--- src/rtl/bch_31_decoder.sv ---
// BCH(31,21) t=2 decoder over GF(2^5), p(x)=x^5+x^2+1.
// Computes the syndromes, builds a division-free locator, runs a serial Chien search, then presents a registered result.
module bch_31_decoder (
  input  logic        clk,
  input  logic        rst_n,
  input  logic        in_valid,
  output logic        in_ready,
  input  logic [30:0] codeword,
  output logic        out_valid,
  input  logic        out_ready,
  output logic [20:0] msg,
  output logic [1:0]  err_count,
  output logic        uncorrectable
);

  typedef enum logic [2:0] {IDLE, SYND, KEY, CHIEN, DONE} state_t;
  typedef enum logic [1:0] {CLS_NONE, CLS_ONE, CLS_TWO, CLS_FAIL} cls_t;

  localparam logic [4:0] ALPHA      = 5'h02;
  localparam logic [4:0] ALPHA3     = 5'h08;
  localparam logic [4:0] ALPHA_INV  = 5'h12;
  localparam logic [4:0] ALPHA_INV2 = 5'h09;

  function automatic logic [4:0] gf_mul(input logic [4:0] a, input logic [4:0] b);
    logic [4:0] acc;
    logic [4:0] x;
    acc = '0;
    x   = a;
    for (int unsigned i = 0; i < 5; i++) begin
      if (b[i]) acc = acc ^ x;
      x = {x[3:0], 1'b0} ^ (x[4] ? 5'h05 : 5'h00);
    end
    return acc;
  endfunction

  // step = alpha for S1, alpha^3 for S3
  function automatic logic [4:0] syndrome(input logic [30:0] w, input logic [4:0] step);
    logic [4:0] acc;
    logic [4:0] pw;
    acc = '0;
    pw  = 5'h01;
    for (int unsigned i = 0; i < 31; i++) begin
      if (w[i]) acc = acc ^ pw;
      pw = gf_mul(pw, step);
    end
    return acc;
  endfunction

  state_t      state_q, state_d;
  cls_t        cls_q, cls_d;
  logic [30:0] word_q, word_d;
  logic [30:0] flip_q, flip_d;
  logic [4:0]  s1_q, s1_d;
  logic [4:0]  s3_q, s3_d;
  logic [4:0]  r1_q, r1_d;
  logic [4:0]  r2_q, r2_d;
  logic [4:0]  pos_q, pos_d;
  logic [1:0]  roots_q, roots_d;
  logic [20:0] msg_q, msg_d;
  logic [1:0]  err_q, err_d;
  logic        unc_q, unc_d;

  logic [4:0]  s1_sq, s1_cube, lam2;
  logic [1:0]  exp_roots;
  logic        is_root;

  assign in_ready      = (state_q == IDLE);
  assign out_valid     = (state_q == DONE);
  assign msg           = msg_q;
  assign err_count     = err_q;
  assign uncorrectable = unc_q;

  always_comb begin
    state_d = state_q;
    cls_d   = cls_q;
    word_d  = word_q;
    flip_d  = flip_q;
    s1_d    = s1_q;
    s3_d    = s3_q;
    r1_d    = r1_q;
    r2_d    = r2_q;
    pos_d   = pos_q;
    roots_d = roots_q;
    msg_d   = msg_q;
    err_d   = err_q;
    unc_d   = unc_q;

    s1_sq     = gf_mul(s1_q, s1_q);
    s1_cube   = gf_mul(s1_sq, s1_q);
    lam2      = s3_q ^ s1_cube;
    // lambda0 is S1 itself, so s1_q doubles as the constant Chien term
    is_root   = ((s1_q ^ r1_q ^ r2_q) == 5'h00);
    exp_roots = (cls_q == CLS_TWO) ? 2'd2 : ((cls_q == CLS_ONE) ? 2'd1 : 2'd0);

    unique case (state_q)
      IDLE: begin
        if (in_valid) begin
          word_d  = codeword;
          flip_d  = '0;
          state_d = SYND;
        end
      end
      SYND: begin
        s1_d    = syndrome(word_q, ALPHA);
        s3_d    = syndrome(word_q, ALPHA3);
        state_d = KEY;
      end
      KEY: begin
        if (s1_q == 5'h00) cls_d = (s3_q == 5'h00) ? CLS_NONE : CLS_FAIL;
        else if (lam2 == 5'h00) cls_d = CLS_ONE;
        else cls_d = CLS_TWO;
        r1_d    = s1_sq;
        r2_d    = lam2;
        pos_d   = '0;
        roots_d = '0;
        state_d = CHIEN;
      end
      CHIEN: begin
        // Positions 0..30 are searched; pos 31 is the extra cycle that commits the result.
        if (pos_q == 5'd31) begin
          if (cls_q == CLS_FAIL || roots_q != exp_roots) begin
            unc_d = 1'b1;
            err_d = 2'd3;
            msg_d = word_q[30:10];
          end else begin
            unc_d = 1'b0;
            err_d = roots_q;
            msg_d = word_q[30:10] ^ flip_q[30:10];
          end
          state_d = DONE;
        end else begin
          if (is_root && (cls_q == CLS_ONE || cls_q == CLS_TWO)) begin
            flip_d  = flip_q | (31'd1 << pos_q);
            roots_d = (roots_q == 2'd3) ? 2'd3 : roots_q + 2'd1;
          end
          r1_d  = gf_mul(r1_q, ALPHA_INV);
          r2_d  = gf_mul(r2_q, ALPHA_INV2);
          pos_d = pos_q + 5'd1;
        end
      end
      DONE: begin
        if (out_ready) state_d = IDLE;
      end
      default: state_d = IDLE;
    endcase
  end

  always_ff @(posedge clk or negedge rst_n) begin
    if (!rst_n) begin
      state_q <= IDLE;
      cls_q   <= CLS_NONE;
      word_q  <= '0;
      flip_q  <= '0;
      s1_q    <= '0;
      s3_q    <= '0;
      r1_q    <= '0;
      r2_q    <= '0;
      pos_q   <= '0;
      roots_q <= '0;
      msg_q   <= '0;
      err_q   <= '0;
      unc_q   <= 1'b0;
    end else begin
      state_q <= state_d;
      cls_q   <= cls_d;
      word_q  <= word_d;
      flip_q  <= flip_d;
      s1_q    <= s1_d;
      s3_q    <= s3_d;
      r1_q    <= r1_d;
      r2_q    <= r2_d;
      pos_q   <= pos_d;
      roots_q <= roots_d;
      msg_q   <= msg_d;
      err_q   <= err_d;
      unc_q   <= unc_d;
    end
  end

endmodule

--- config.mk ---
export PLATFORM = sky130hd
export DESIGN_NAME = bch_31_decoder
export DESIGN_NICKNAME = d
export VERILOG_FILES = /design/src/rtl/bch_31_decoder.sv
export SDC_FILE = /design/constraint.sdc
export NUM_CORES = 1
export LEC_CHECK = 0
export CAP_MARGIN = 0
export CORE_MARGIN = 1.5
export CORE_UTILIZATION = 55
export CTS_CLUSTER_DIAMETER = 30
export CTS_CLUSTER_SIZE = 25
export DETAILED_ROUTE_END_ITERATION = 7
export PLACE_DENSITY = 0.79
export REMOVE_ABC_BUFFERS = 1
export SYNTH_ARGS = -nofsm -noshare
export SYNTH_HDL_FRONTEND = slang
export SYNTH_SLANG_ARGS = --single-unit
--- constraint.sdc ---
create_clock -name clk -period 6.7 [get_ports clk]
set_clock_uncertainty 0.15 [all_clocks]
set_input_delay 0.67 -clock clk [delete_from_list [all_inputs] [get_ports clk]]
set_output_delay 0.67 -clock clk [all_outputs]
set_load 0.02 [all_outputs]
==> impl_metrics.toml <==
[setup_path]
path_cells = "clkinv_1 > ha_1 > xnor2_2 > o211ai_1 > and2_1 > o21a_1 > o311a_1 > xnor2_1 > nand4_1 > o221a_1"
crit_fanout = 24
cp-startpoint = "s1_q[4]$_DFFE_PN0P_"
r2r_start = "s1_q[4]$_DFFE_PN0P_"
slowest_delay_ns = 0.86
startpoint_type = "flop"
critPathKind = "reg2reg"
setup.worst_path.end_class = "flop"
critPathRequiredTime_ns = 6.79
crit_arrival_ns = 4.09
slowest_stage = "dfrtp_1"

[sta]
period_share = 0.598
fin_setup_tns_ns = 0
hold_slack_ns = 0.127
layout_min_cycle_time_ns = 4.01
rsz0062_at_grt = "false"
setup_viol = 0
maxSlewViolCount = 0
slew_headroom = 0.225
finalHoldViolCount = 0
fmax_mhz = 250
worst_pin_slew_ns = 1.16

[route]
ant_nets = 0
drcViolationCount = 2
via_per_inst = 5.77
wirelength_mm = 15.0
drt_iter0_drc = 334
vias = 4971
drt_pass1_iterations = 7
wl_per_cell_um = 17.4

[flow_run]
drv_cap = 0

[synth]
synth-seq-area-share = 0.414
async_reset_ff_frac = 1.00
synth_edf_count = 0
ys_types = 58
synth_seq_cells = 108
syn-instance-count = 677
ys.flop_type = "dfrtp_1"
netlist_area_mm2 = 0.00653
syn_area_per_cell_um2 = 9.64
yosys_warnings = 0

[place]
port_buffers = 60
place.gp.congestion = 0.882
dpl.hpwl_mm = 10.9

[clocking]
cts_root_buffer = "clkbuf_16"
cts_tree = "yes"
holdBufCountCts = 0
post_cts_resized = 0
numCtsBuffers = 9
clock_latency_ns = 0.36
max-clock-path-buffers = 2
htreeDepth = 3
cts_setup_buffers = 0
cts.clk_slew.worst_paths_ns = 0.07
cts_sinks = 108

[floorplanning]
dieArea_mm2 = 0.0125
core_mm2 = 0.0115
start_util = 0.567
die_w_um = 112
die_y_um = 112
num_rows = 39
ios = 61

[final_layout]
seq_area_mm2 = 0.00270
antenna_cells = 0
areaGrowthSynthToFinish_pct = 15.0
drive_above_1_share = 0.0932
nNetsFinal = 763
fillerInstances = 879
multi_input_comb_area_mm2 = 0.00362

[status]
status = "finished, violations left"
violations = "design-rule violations"

[global_routing]
grt_pass1_wl_mm = 25.5
grt_overflow = 0
grtUsageTotal = 0.257
antenna_found_initial = 0
grt_pass1_vias = 5086
grt_max_degree = 70

[min_path]
hold_class = "in2async"
-- sequential cells by signal, indices dropped and copies added (netlist names) --
signal and count:
word_q 31, s3_q 5, state_q 3, uncorrectable 1, r2_q 5, s1_q 5, msg 21, cls_q 2
pos_q 5, roots_q 2, flip_q 21, err_count 2, r1_q 5
-- final cells by class --
type	count	area share
repair buffers	64	0.0837
well taps	143	0.0238
clock inverters	7	0.0123
inverters	14	0.00700
flip-flops and latches	108	0.360
multi-input cells	517	0.483
clock buffers	9	0.0300
-- placed cells by master, fill, tap and decap left out, types with 4 or more instances in the layout --
master and n:
dfrtp_1 108, xnor2_1 90, nand2_1 76, nor2_1 61, clkdlybuf4s50_1 59, xor2_1 46
o21ai_0 42, a21oi_1 33, mux2_2 32, ha_1 14, a31oi_1 13, inv_1 12
nor3_1 11, and3_1 10, clkbuf_16 9, nand3_1 8, nor2b_1 5, mux2i_1 5
o211ai_1 5, a21o_1 5, buf_4 5, nand4_1 4, nand2b_1 4, a211oi_1 4
-- per-layer routing --
metal | track usage | vias up | wire length (um)
met4 | 0.0954 | 0 | 420
met1 | 0.340 | 2444 | 6570
li1 | - | 2355 | -
met2 | 0.425 | 143 | 7350
met3 | 0.0474 | 29 | 667
met5 | 0 | - | 0
-- cell usage after synthesis, drive strengths merged, types with 3 or more instances --
master    n  area [um^2]
a21boi    3         22.5
nand4     4         25.0
nand2    76          285
xnor2    91          805
mux2i     5         50.1
a211oi    4         30.0
xor2     47          419
dfrtp   108         2700
nand2b    4         25.0
ha       14          175
nor3     12         60.1
buf       9         51.3
nand3     8         40.0
a31oi    13         81.3
a221oi    4         41.3
clkbuf   29          109
a21oi    33          165
xor3      3         71.3
a21o      5         37.5
nor2     62          240
nor3b     4         30.0
o211ai    5         37.5
mux2     33          375
nor2b     6         45.0
inv      12         45.0
xnor3     3         68.8
o22ai     3         18.8
and3     10         62.6
o21ai    42          210
-- cells by family (layout without fill, tap and decap cells) --
kind of cell	after synthesis	count (layout)	share of synthesized area
simple gates	199	199	0.139
fa+ha+maj	14	14	0.0268
xor+xnor	144	144	0.209
mux	38	38	0.0652
flops	108	108	0.414
compound gates	122	122	0.113
buf+inv	52	94	0.0326
-- metrics by stage --
| stage | cells | util | area (um^2) | worst slack, ns |
|---|---|---|---|---|
| final | 862 | 0.651 | 7500 | 2.69 |
| after floorplan | 639 | - | 6370 | 3.30 |
| after global placement | 846 | 0.624 | 7180 | 2.90 |
| after CTS | 862 | 0.651 | 7500 | 2.75 |
| after detailed placement | 846 | 0.624 | 7180 | 2.77 |
| after global routing | 862 | 0.651 | 7500 | 2.38 |
-- worst paths after layout --
path                                             to  cells past startpoint  slack, ns
setup / recovery               cls_q[1]$_DFFE_PN0P_                     10       2.69
hold / removal                  r2_q[4]$_DFFE_PN0P_                      1       0.13
setup reg to reg               cls_q[1]$_DFFE_PN0P_                     10       2.69
hold reg to reg                  msg[7]$_DFFE_PN0P_                      2       0.33
max in group asynchronous  err_count[0]$_DFFE_PN0P_                      2       4.99
min in group clk                 msg[7]$_DFFE_PN0P_                      2       0.33
-- critical path, delay by kind of cell (launching register included) --
kind	cells	cell delay [ns]
compound gates	4	0.88
xor+xnor	2	0.67
fa+ha+maj	1	0.54
buf+inv	1	0.44
flops	1	0.86
simple gates	2	0.35
Power is not shown: default switching activity piles up to over one toggle a cycle in this logic, so the estimate is an artifact.
